$ cat src/rtl/lsu_ram_if_pkg.sv
// lsu_ram_if_pkg: shared definitions for the MEM-stage load/store adapter.
// Holds the access-size codes, the adapter FSM state encoding, the byte-lane
// masks, and small helpers for the lane mask and word-crossing detection.
package lsu_ram_if_pkg;

  // Access size codes as carried on req_size
  localparam logic [1:0] SIZE_B   = 2'b00;
  localparam logic [1:0] SIZE_H   = 2'b01;
  localparam logic [1:0] SIZE_W   = 2'b10;
  localparam logic [1:0] SIZE_ILL = 2'b11;

  // Byte-lane masks for an access starting at lane 0
  localparam logic [3:0] MASK_B = 4'b0001;
  localparam logic [3:0] MASK_H = 4'b0011;
  localparam logic [3:0] MASK_W = 4'b1111;

  typedef enum logic [1:0] {
    ST_IDLE = 2'd0,
    ST_ACC1 = 2'd1,
    ST_ACC2 = 2'd2,
    ST_RESP = 2'd3
  } state_e;

  // Unshifted lane mask for a size code; the illegal size selects no lanes.
  function automatic logic [3:0] size_mask(input logic [1:0] size);
    logic [3:0] m;
    case (size)
      SIZE_B:  m = MASK_B;
      SIZE_H:  m = MASK_H;
      SIZE_W:  m = MASK_W;
      default: m = 4'b0000;
    endcase
    return m;
  endfunction

  // True when the access touches bytes in two consecutive RAM words.
  function automatic logic is_cross(input logic [1:0] size, input logic [1:0] off);
    return ((size == SIZE_H) && (off == 2'd3)) || ((size == SIZE_W) && (off != 2'd0));
  endfunction

endpackage

$ cat src/rtl/lsu_lane_align.sv
// lsu_lane_align: combinational byte-lane steering for lsu_ram_if.
//   size, off, is_unsigned : access size code, byte offset in word, zero-extend
//   wdata                  : right-justified store data
//   hi, lo                 : RAM words holding the upper / lower part of a load
//   sel_lo, wdata_lo       : lane mask and lane-shifted data for the first word
//   sel_hi, wdata_hi       : lane mask and lane-shifted data for the second word
//   rdata                  : load data aligned to bit 0 and sign/zero extended
module lsu_lane_align
  import lsu_ram_if_pkg::*;
#(
  parameter int DW = 32
) (
  input  logic [1:0]    size,
  input  logic [1:0]    off,
  input  logic          is_unsigned,
  input  logic [DW-1:0] wdata,
  input  logic [DW-1:0] hi,
  input  logic [DW-1:0] lo,
  output logic [3:0]    sel_lo,
  output logic [3:0]    sel_hi,
  output logic [DW-1:0] wdata_lo,
  output logic [DW-1:0] wdata_hi,
  output logic [DW-1:0] rdata
);

  logic [7:0]      sel_wide_s;
  logic [2*DW-1:0] wdata_wide_s;
  logic [DW-1:0]   rd_shift_s;

  // Shift mask and data across a two-word window; the upper half is what
  // spills into the next word (mask >> (4-o), wdata >> 8*(4-o)).
  always_comb begin
    sel_wide_s   = {4'b0000, size_mask(size)} << off;
    wdata_wide_s = {{DW{1'b0}}, wdata} << {off, 3'b000};
    rd_shift_s   = DW'({hi, lo} >> {off, 3'b000});
  end

  assign sel_lo   = sel_wide_s[3:0];
  assign sel_hi   = sel_wide_s[7:4];
  assign wdata_lo = wdata_wide_s[DW-1:0];
  assign wdata_hi = wdata_wide_s[2*DW-1:DW];

  // Truncate the aligned load to its size, then extend.
  always_comb begin
    case (size)
      SIZE_B: begin
        if (is_unsigned) rdata = {{(DW-8){1'b0}}, rd_shift_s[7:0]};
        else             rdata = {{(DW-8){rd_shift_s[7]}}, rd_shift_s[7:0]};
      end
      SIZE_H: begin
        if (is_unsigned) rdata = {{(DW-16){1'b0}}, rd_shift_s[15:0]};
        else             rdata = {{(DW-16){rd_shift_s[15]}}, rd_shift_s[15:0]};
      end
      SIZE_W:  rdata = rd_shift_s;
      default: rdata = {DW{1'b0}};
    endcase
  end

endmodule

$ cat src/rtl/lsu_ram_if.sv
// lsu_ram_if: MEM-stage load/store adapter in front of the single-port data RAM.
// Accepts one byte-addressed request per valid/ready handshake, runs one RAM
// cycle (two if the access crosses a word), and returns a one-cycle response.
//   clk, rst                 : clock, synchronous active-high reset
//   req_valid/req_ready      : request handshake
//   req_we/size/unsigned     : store flag, size code, load zero-extend
//   req_addr, req_wdata      : byte address, right-justified store data
//   rsp_valid/rdata/err      : response pulse, extended load data, error flag
//   ram_addr/wdata/sel/we    : RAM word index, lane data, lane mask, write strobe
//   ram_rdata                : combinational RAM read data
module lsu_ram_if
  import lsu_ram_if_pkg::*;
#(
  parameter int DW          = 32,
  parameter int AW          = 32,
  parameter int MISALIGN_EN = 1
) (
  input  logic          clk,
  input  logic          rst,
  input  logic          req_valid,
  output logic          req_ready,
  input  logic          req_we,
  input  logic [1:0]    req_size,
  input  logic          req_unsigned,
  input  logic [AW-1:0] req_addr,
  input  logic [DW-1:0] req_wdata,
  output logic          rsp_valid,
  output logic [DW-1:0] rsp_rdata,
  output logic          rsp_err,
  output logic [AW-1:0] ram_addr,
  output logic [DW-1:0] ram_wdata,
  output logic [3:0]    ram_sel,
  output logic          ram_we,
  input  logic [DW-1:0] ram_rdata
);

  localparam logic [AW-3:0] WIDX_ONE = {{(AW-3){1'b0}}, 1'b1};

  state_e        state_r;
  logic [1:0]    size_r;
  logic [1:0]    off_r;
  logic          we_r;
  logic          uns_r;
  logic          cross_r;
  logic [DW-1:0] wdata_r;
  logic [AW-3:0] widx_r;
  logic [DW-1:0] lo_r;

  logic          rsp_valid_r;
  logic          rsp_err_r;
  logic [DW-1:0] rsp_rdata_r;
  logic [AW-1:0] ram_addr_r;
  logic [DW-1:0] ram_wdata_r;
  logic [3:0]    ram_sel_r;
  logic          ram_we_r;

  logic          req_ready_s;
  logic          accept_s;
  logic          req_cross_s;
  logic          req_bad_s;
  logic [1:0]    la_size_s;
  logic [1:0]    la_off_s;
  logic          la_uns_s;
  logic [DW-1:0] la_wdata_s;
  logic [DW-1:0] la_lo_s;
  logic [3:0]    la_sel_lo_s;
  logic [3:0]    la_sel_hi_s;
  logic [DW-1:0] la_wdata_lo_s;
  logic [DW-1:0] la_wdata_hi_s;
  logic [DW-1:0] la_rdata_s;

  assign req_ready_s = (state_r == ST_IDLE) || (state_r == ST_RESP);
  assign accept_s    = req_valid && req_ready_s;
  assign req_cross_s = is_cross(req_size, req_addr[1:0]);
  assign req_bad_s   = (req_size == SIZE_ILL) || (req_cross_s && (MISALIGN_EN == 0));

  // Lane steering sees the live request while a new one can be accepted and
  // the captured request during the RAM cycles; the low word comes straight
  // from the RAM in ACC1 and from the captured copy in ACC2.
  always_comb begin
    if (req_ready_s) begin
      la_size_s  = req_size;
      la_off_s   = req_addr[1:0];
      la_uns_s   = req_unsigned;
      la_wdata_s = req_wdata;
    end else begin
      la_size_s  = size_r;
      la_off_s   = off_r;
      la_uns_s   = uns_r;
      la_wdata_s = wdata_r;
    end
    if (state_r == ST_ACC2) la_lo_s = lo_r;
    else                    la_lo_s = ram_rdata;
  end

  lsu_lane_align #(.DW(DW)) u_align (
    .size        (la_size_s),
    .off         (la_off_s),
    .is_unsigned (la_uns_s),
    .wdata       (la_wdata_s),
    .hi          (ram_rdata),
    .lo          (la_lo_s),
    .sel_lo      (la_sel_lo_s),
    .sel_hi      (la_sel_hi_s),
    .wdata_lo    (la_wdata_lo_s),
    .wdata_hi    (la_wdata_hi_s),
    .rdata       (la_rdata_s)
  );

  // Adapter FSM; RAM and response outputs are registered on entry to the
  // state that presents them and return to zero everywhere else.
  always_ff @(posedge clk) begin
    if (rst) begin
      state_r     <= ST_IDLE;
      size_r      <= 2'b00;
      off_r       <= 2'b00;
      we_r        <= 1'b0;
      uns_r       <= 1'b0;
      cross_r     <= 1'b0;
      wdata_r     <= {DW{1'b0}};
      widx_r      <= {(AW-2){1'b0}};
      lo_r        <= {DW{1'b0}};
      rsp_valid_r <= 1'b0;
      rsp_err_r   <= 1'b0;
      rsp_rdata_r <= {DW{1'b0}};
      ram_addr_r  <= {AW{1'b0}};
      ram_wdata_r <= {DW{1'b0}};
      ram_sel_r   <= 4'b0000;
      ram_we_r    <= 1'b0;
    end else begin
      rsp_valid_r <= 1'b0;
      rsp_err_r   <= 1'b0;
      rsp_rdata_r <= {DW{1'b0}};
      ram_addr_r  <= {AW{1'b0}};
      ram_wdata_r <= {DW{1'b0}};
      ram_sel_r   <= 4'b0000;
      ram_we_r    <= 1'b0;
      case (state_r)
        ST_IDLE, ST_RESP: begin
          if (accept_s) begin
            size_r  <= req_size;
            off_r   <= req_addr[1:0];
            we_r    <= req_we;
            uns_r   <= req_unsigned;
            cross_r <= req_cross_s;
            wdata_r <= req_wdata;
            widx_r  <= req_addr[AW-1:2];
            if (req_bad_s) begin
              state_r     <= ST_RESP;
              rsp_valid_r <= 1'b1;
              rsp_err_r   <= 1'b1;
            end else begin
              state_r     <= ST_ACC1;
              ram_addr_r  <= {2'b00, req_addr[AW-1:2]};
              ram_sel_r   <= la_sel_lo_s;
              ram_wdata_r <= la_wdata_lo_s;
              ram_we_r    <= req_we;
            end
          end else begin
            state_r <= ST_IDLE;
          end
        end
        ST_ACC1: begin
          lo_r <= ram_rdata;
          if (cross_r) begin
            state_r     <= ST_ACC2;
            // Word index wraps within AW-2 bits; top two address bits stay 0.
            ram_addr_r  <= {2'b00, widx_r + WIDX_ONE};
            ram_sel_r   <= la_sel_hi_s;
            ram_wdata_r <= la_wdata_hi_s;
            ram_we_r    <= we_r;
          end else begin
            state_r     <= ST_RESP;
            rsp_valid_r <= 1'b1;
            rsp_rdata_r <= we_r ? {DW{1'b0}} : la_rdata_s;
          end
        end
        ST_ACC2: begin
          state_r     <= ST_RESP;
          rsp_valid_r <= 1'b1;
          rsp_rdata_r <= we_r ? {DW{1'b0}} : la_rdata_s;
        end
        default: state_r <= ST_IDLE;
      endcase
    end
  end

  assign req_ready = req_ready_s;
  assign rsp_valid = rsp_valid_r;
  assign rsp_err   = rsp_err_r;
  assign rsp_rdata = rsp_rdata_r;
  assign ram_addr  = ram_addr_r;
  assign ram_wdata = ram_wdata_r;
  assign ram_sel   = ram_sel_r;
  // Reset must kill a write already presented in ACC2 before it commits on
  // the reset edge, so the registered strobe is gated by rst.
  assign ram_we    = ram_we_r && !rst;

endmodule

$ cat config.mk
export PLATFORM = sky130hd
export DESIGN_NAME = lsu_ram_if
export DESIGN_NICKNAME = d
export VERILOG_FILES = /design/src/rtl/lsu_ram_if_pkg.sv /design/src/rtl/lsu_lane_align.sv /design/src/rtl/lsu_ram_if.sv
export SDC_FILE = /design/constraint.sdc
export NUM_CORES = 1
export LEC_CHECK = 0
export BUFFER_PORTS_ARGS = -buffer_cell sky130_fd_sc_hd__buf_2
export CORE_ASPECT_RATIO = 0.8
export CORE_MARGIN = 4
export CORE_UTILIZATION = 50
export DETAILED_ROUTE_END_ITERATION = 10
export GPL_TIMING_DRIVEN = 0
export HOLD_SLACK_MARGIN = 0.12
export PLACE_DENSITY_LB_ADDON = 0.05
export RECOVER_POWER = 25
export SLEW_MARGIN = 30
export SYNTH_ARGS = -nofsm -noshare
export SYNTH_HDL_FRONTEND = slang
export SYNTH_SLANG_ARGS = --single-unit
$ cat constraint.sdc
create_clock -name clk -period 3.95 [get_ports clk]
set_input_delay 0.395 -clock clk [delete_from_list [all_inputs] [get_ports clk]]
set_output_delay 0.395 -clock clk [all_outputs]
set_load 0.03 [all_outputs]
==> reports/qor.yml <==
outcome:
  outcome: "finished, final reports clean"
grt:
  overflow: 0
  grt_pass1_wl_mm: 50.51
  grt_pass1_vias: 8937
  grt_max_degree: 20
  antenna_found_initial: 2
  grt_usage_pct: 29.32
sta:
  fin_crit_ns: 3.749
  maxSlewHeadroom_pct: 35.99
  hold_slack_ns: 0.1303
  max_freq_ghz: 0.2667
  skew_ns: 0.01141
  worstMarginPinSlew_ns: 0.9566
  period_share_pct: 94.92
  report.final.hold_viol_count: 0
  rsz0062_at_grt: "false"
  finalSetupViolCount: 0
  drv_slew: 0
yosys:
  ys_seq_area_share_pct: 42.03
  syn-cell-area_um2: 9716
  syn-mean-instance-area_um2: 8.304
  synth_top_area_cell: "dfxtp_1"
  synthArstFlopShare_pct: 0
  ys_ff_latch: 204
  yosysUniqueCellTypes: 49
  synth_area_leaders: "dfxtp_1 42%, mux2i_1 10%, nand2_1 10%, a21oi_1 6.6%, mux2_2 4.1%"
  ys.warnings.count: 0
  syn_inst: 1170
  synth_edf_count: 0
  yosysTopAreaCellShare_pct: 42.03
  synth_ff_type: "dfxtp_1"
setup_path:
  critPathKind: "reg -> reg"
  cp.arrival_ns: 4.16
  cp-end-kind: "register"
  path_cells: "inv_1, ha_1, buf_6, buf_4, buf_6, buf_4, mux2i_4, inv_1, ha_1, nor4_4, o21a_4, nand2_1, clkbuf_2, o21ai_0"
  crit_fanout: 19
  cpPeakStageDelay_ns: 0.40
  startpoint_type: "register"
  slowest_stage: "ha_1"
  required_ns: 4.36
  rrSetupSlack_ns: 0.20
die:
  die_h_um: 132.7
  dieArea_um2: 21740
  die_width_um: 163.9
  io_pins: 207
  rows: 45
  coreArea_um2: 19030
  start_util_pct: 51.05
clock_network:
  cts_root_buffer: "clkbuf_16"
  clock_latency_ns: 0.51
  clk_pin_slew_ns: 0.06
  clockBufferDepth: 3
  cts_inserted_buffers: 22
  clkSinkCount: 204
  cts_tree: "built"
  h-tree-depth: 1
placed_design:
  place_congestion: 0.9753
  io_buffers: 202
  post-dp-hpwl_mm: 24.05
pwr:
  p_switching_mw: 4.179
  peakVddDrop_v: 0.0003983
  seqPwrFrac_pct: 28.2
  total_leakage_power_nw: 4.784
  power.internal_mw: 5.234
  p_sw_share_pct: 44.40
  combPwrFrac_pct: 49.7
  powerDensity_nw_per_um2: 791.6
  clkPwrFrac_pct: 22.1
  p_total_mw: 9.413
drt:
  viasPerCell: 5.612
  via_count: 9422
  firstDrtPassIters: 5
  drt_iter0_drc: 953
  final_antenna_net_count: 0
  drt_wl_total_mm: 32.93
  drc: 0
  wl_per_cell_um: 19.61
layout:
  layout_commonest_cell: "nand2_1"
  nets: 1521
  drive_gt1_share_pct: 17.87
  antenna_cells: 0
  area.growth.synth_to_final_pct: 22.38
  final_cell_mix: "262 x nand2_1, 204 x dfxtp_1, 145 x buf_2"
flow_run:
  maxCapViolCount: 0
hold_path:
  hp-class: "in -> reg"
## power by group through the flow
| stage | combinational [mW] | clock [mW] | sequential [mW] |
|---|---|---|---|
| 2_1_floorplan | 2.90 | 0 | 2.92 |
| 3_3_place_gp | 4.47 | 0 | 2.68 |
| 3_5_place_dp | 4.49 | 0 | 2.68 |
| 4_1_cts | 4.57 | 2.10 | 2.65 |
| 5_1_grt | 5.01 | 2.19 | 2.70 |
| 6_report | 4.68 | 2.08 | 2.66 |
## cell type report
cell class	instances	area, um^2
Inverter	7	26.28
Sequential cell	204	4084
Timing Repair Buffer	214	1037
Multi-Input combinational cell	877	5296
Clock buffer	30	641.9
Clock inverter	6	82.58
Tap cell	258	322.8
Buffer	83	399.1
Fill cell	1819	7141
## synthesized netlist by cell type (all sizes together) (4+ instances only)
master	number
o21ai	60
inv	7
a32oi	4
nor2b	12
a21oi	129
mux2	36
a22oi	20
mux2i	103
dfxtp	204
nand4	13
nor3	6
nor4	6
xnor2	5
buf	38
clkbuf	46
a211oi	10
ha	9
o211ai	8
o22ai	12
o311ai	6
nand3	33
nand2	262
xor2	23
nor2	95
## per-stage QoR
step | setup WS [ns] | TNS (ns) | util (%) | cells | cell area, um^2
floorplan | 0.4363 | 0 | - | 1171 | 9719
global placement | -0.8101 | -11.41 | 58.08 | 1631 | 11050
detailed placement | -0.8132 | -10.68 | 58.11 | 1631 | 11060
CTS | 0.1308 | 0 | 62.94 | 1679 | 11980
global route | 0.004882 | 0 | 62.48 | 1679 | 11890
finish | 0.2005 | 0 | 62.48 | 1679 | 11890
## sequential cells by signal, summed over array words and instances (netlist names), 2 cells and up
signal / flops
lo_r: 32
ram_wdata: 32
rsp_rdata: 32
wdata_r: 32
ram_addr: 30
widx_r: 30
ram_sel: 4
off_r: 2
size_r: 2
state_r: 2
## worst max-delay path: cells and delay by family, from the launching register on
| family | cells | cell delay (ns) |
|---|---|---|
| buf+inv | 7 | 1.32 |
| simple gates | 2 | 0.44 |
| compound gates | 2 | 0.47 |
| fa+ha+maj | 2 | 0.69 |
| flops | 1 | 0.33 |
| mux | 1 | 0.35 |
## cells by family (layout without fill, tap and decap cells)
group | Yosys count | in the layout | share of synthesized area [%]
XOR/XNOR | 28 | 28 | 2.524
flip-flops | 204 | 204 | 42.03
AND/OR/NAND/NOR | 441 | 441 | 19.57
AO/OA/AOI/OAI | 256 | 257 | 14.94
other | 1 | 2 | 0.03860
adder cells (fa/ha/maj) | 9 | 9 | 1.159
multiplexers | 140 | 140 | 15.31
buffers and inverters | 91 | 340 | 4.417
## repair_timing
| action | in CTS | in global routing |
|---|---|---|
| endpoints found under the hold margin | 12 | 0 |
| cloned | 1 | 0 |
| hold buffers | 12 | 0 |
| pin swaps | 0 | 1 |
| setup endpoints to repair | 31 | 18 |
| resized for setup | 21 | 1 |
| setup buffers | 0 | 0 |
## per-layer routing
layer,GRT usage [%],part of all wire [%],wire (um),vias to the layer above
li1,-,-,-,4511
met3,8.004,11,3565,60
met2,42.89,42,13760,467
met5,0,0.079,26,-
met1,43.05,45,14830,4380
met4,6.847,2.3,756,4
## worst paths after layout
path,cells past startpoint,from,endpoint
worst max register to register,14,state_r[0],rsp_rdata[25]
worst min-delay path,3,req_addr[6],ram_addr[4]
worst min register to register,2,wdata_r[28],wdata_r[28]
worst max-delay path,14,state_r[0],rsp_rdata[25]
No activity file was read; power rests on OpenSTA's default activity.
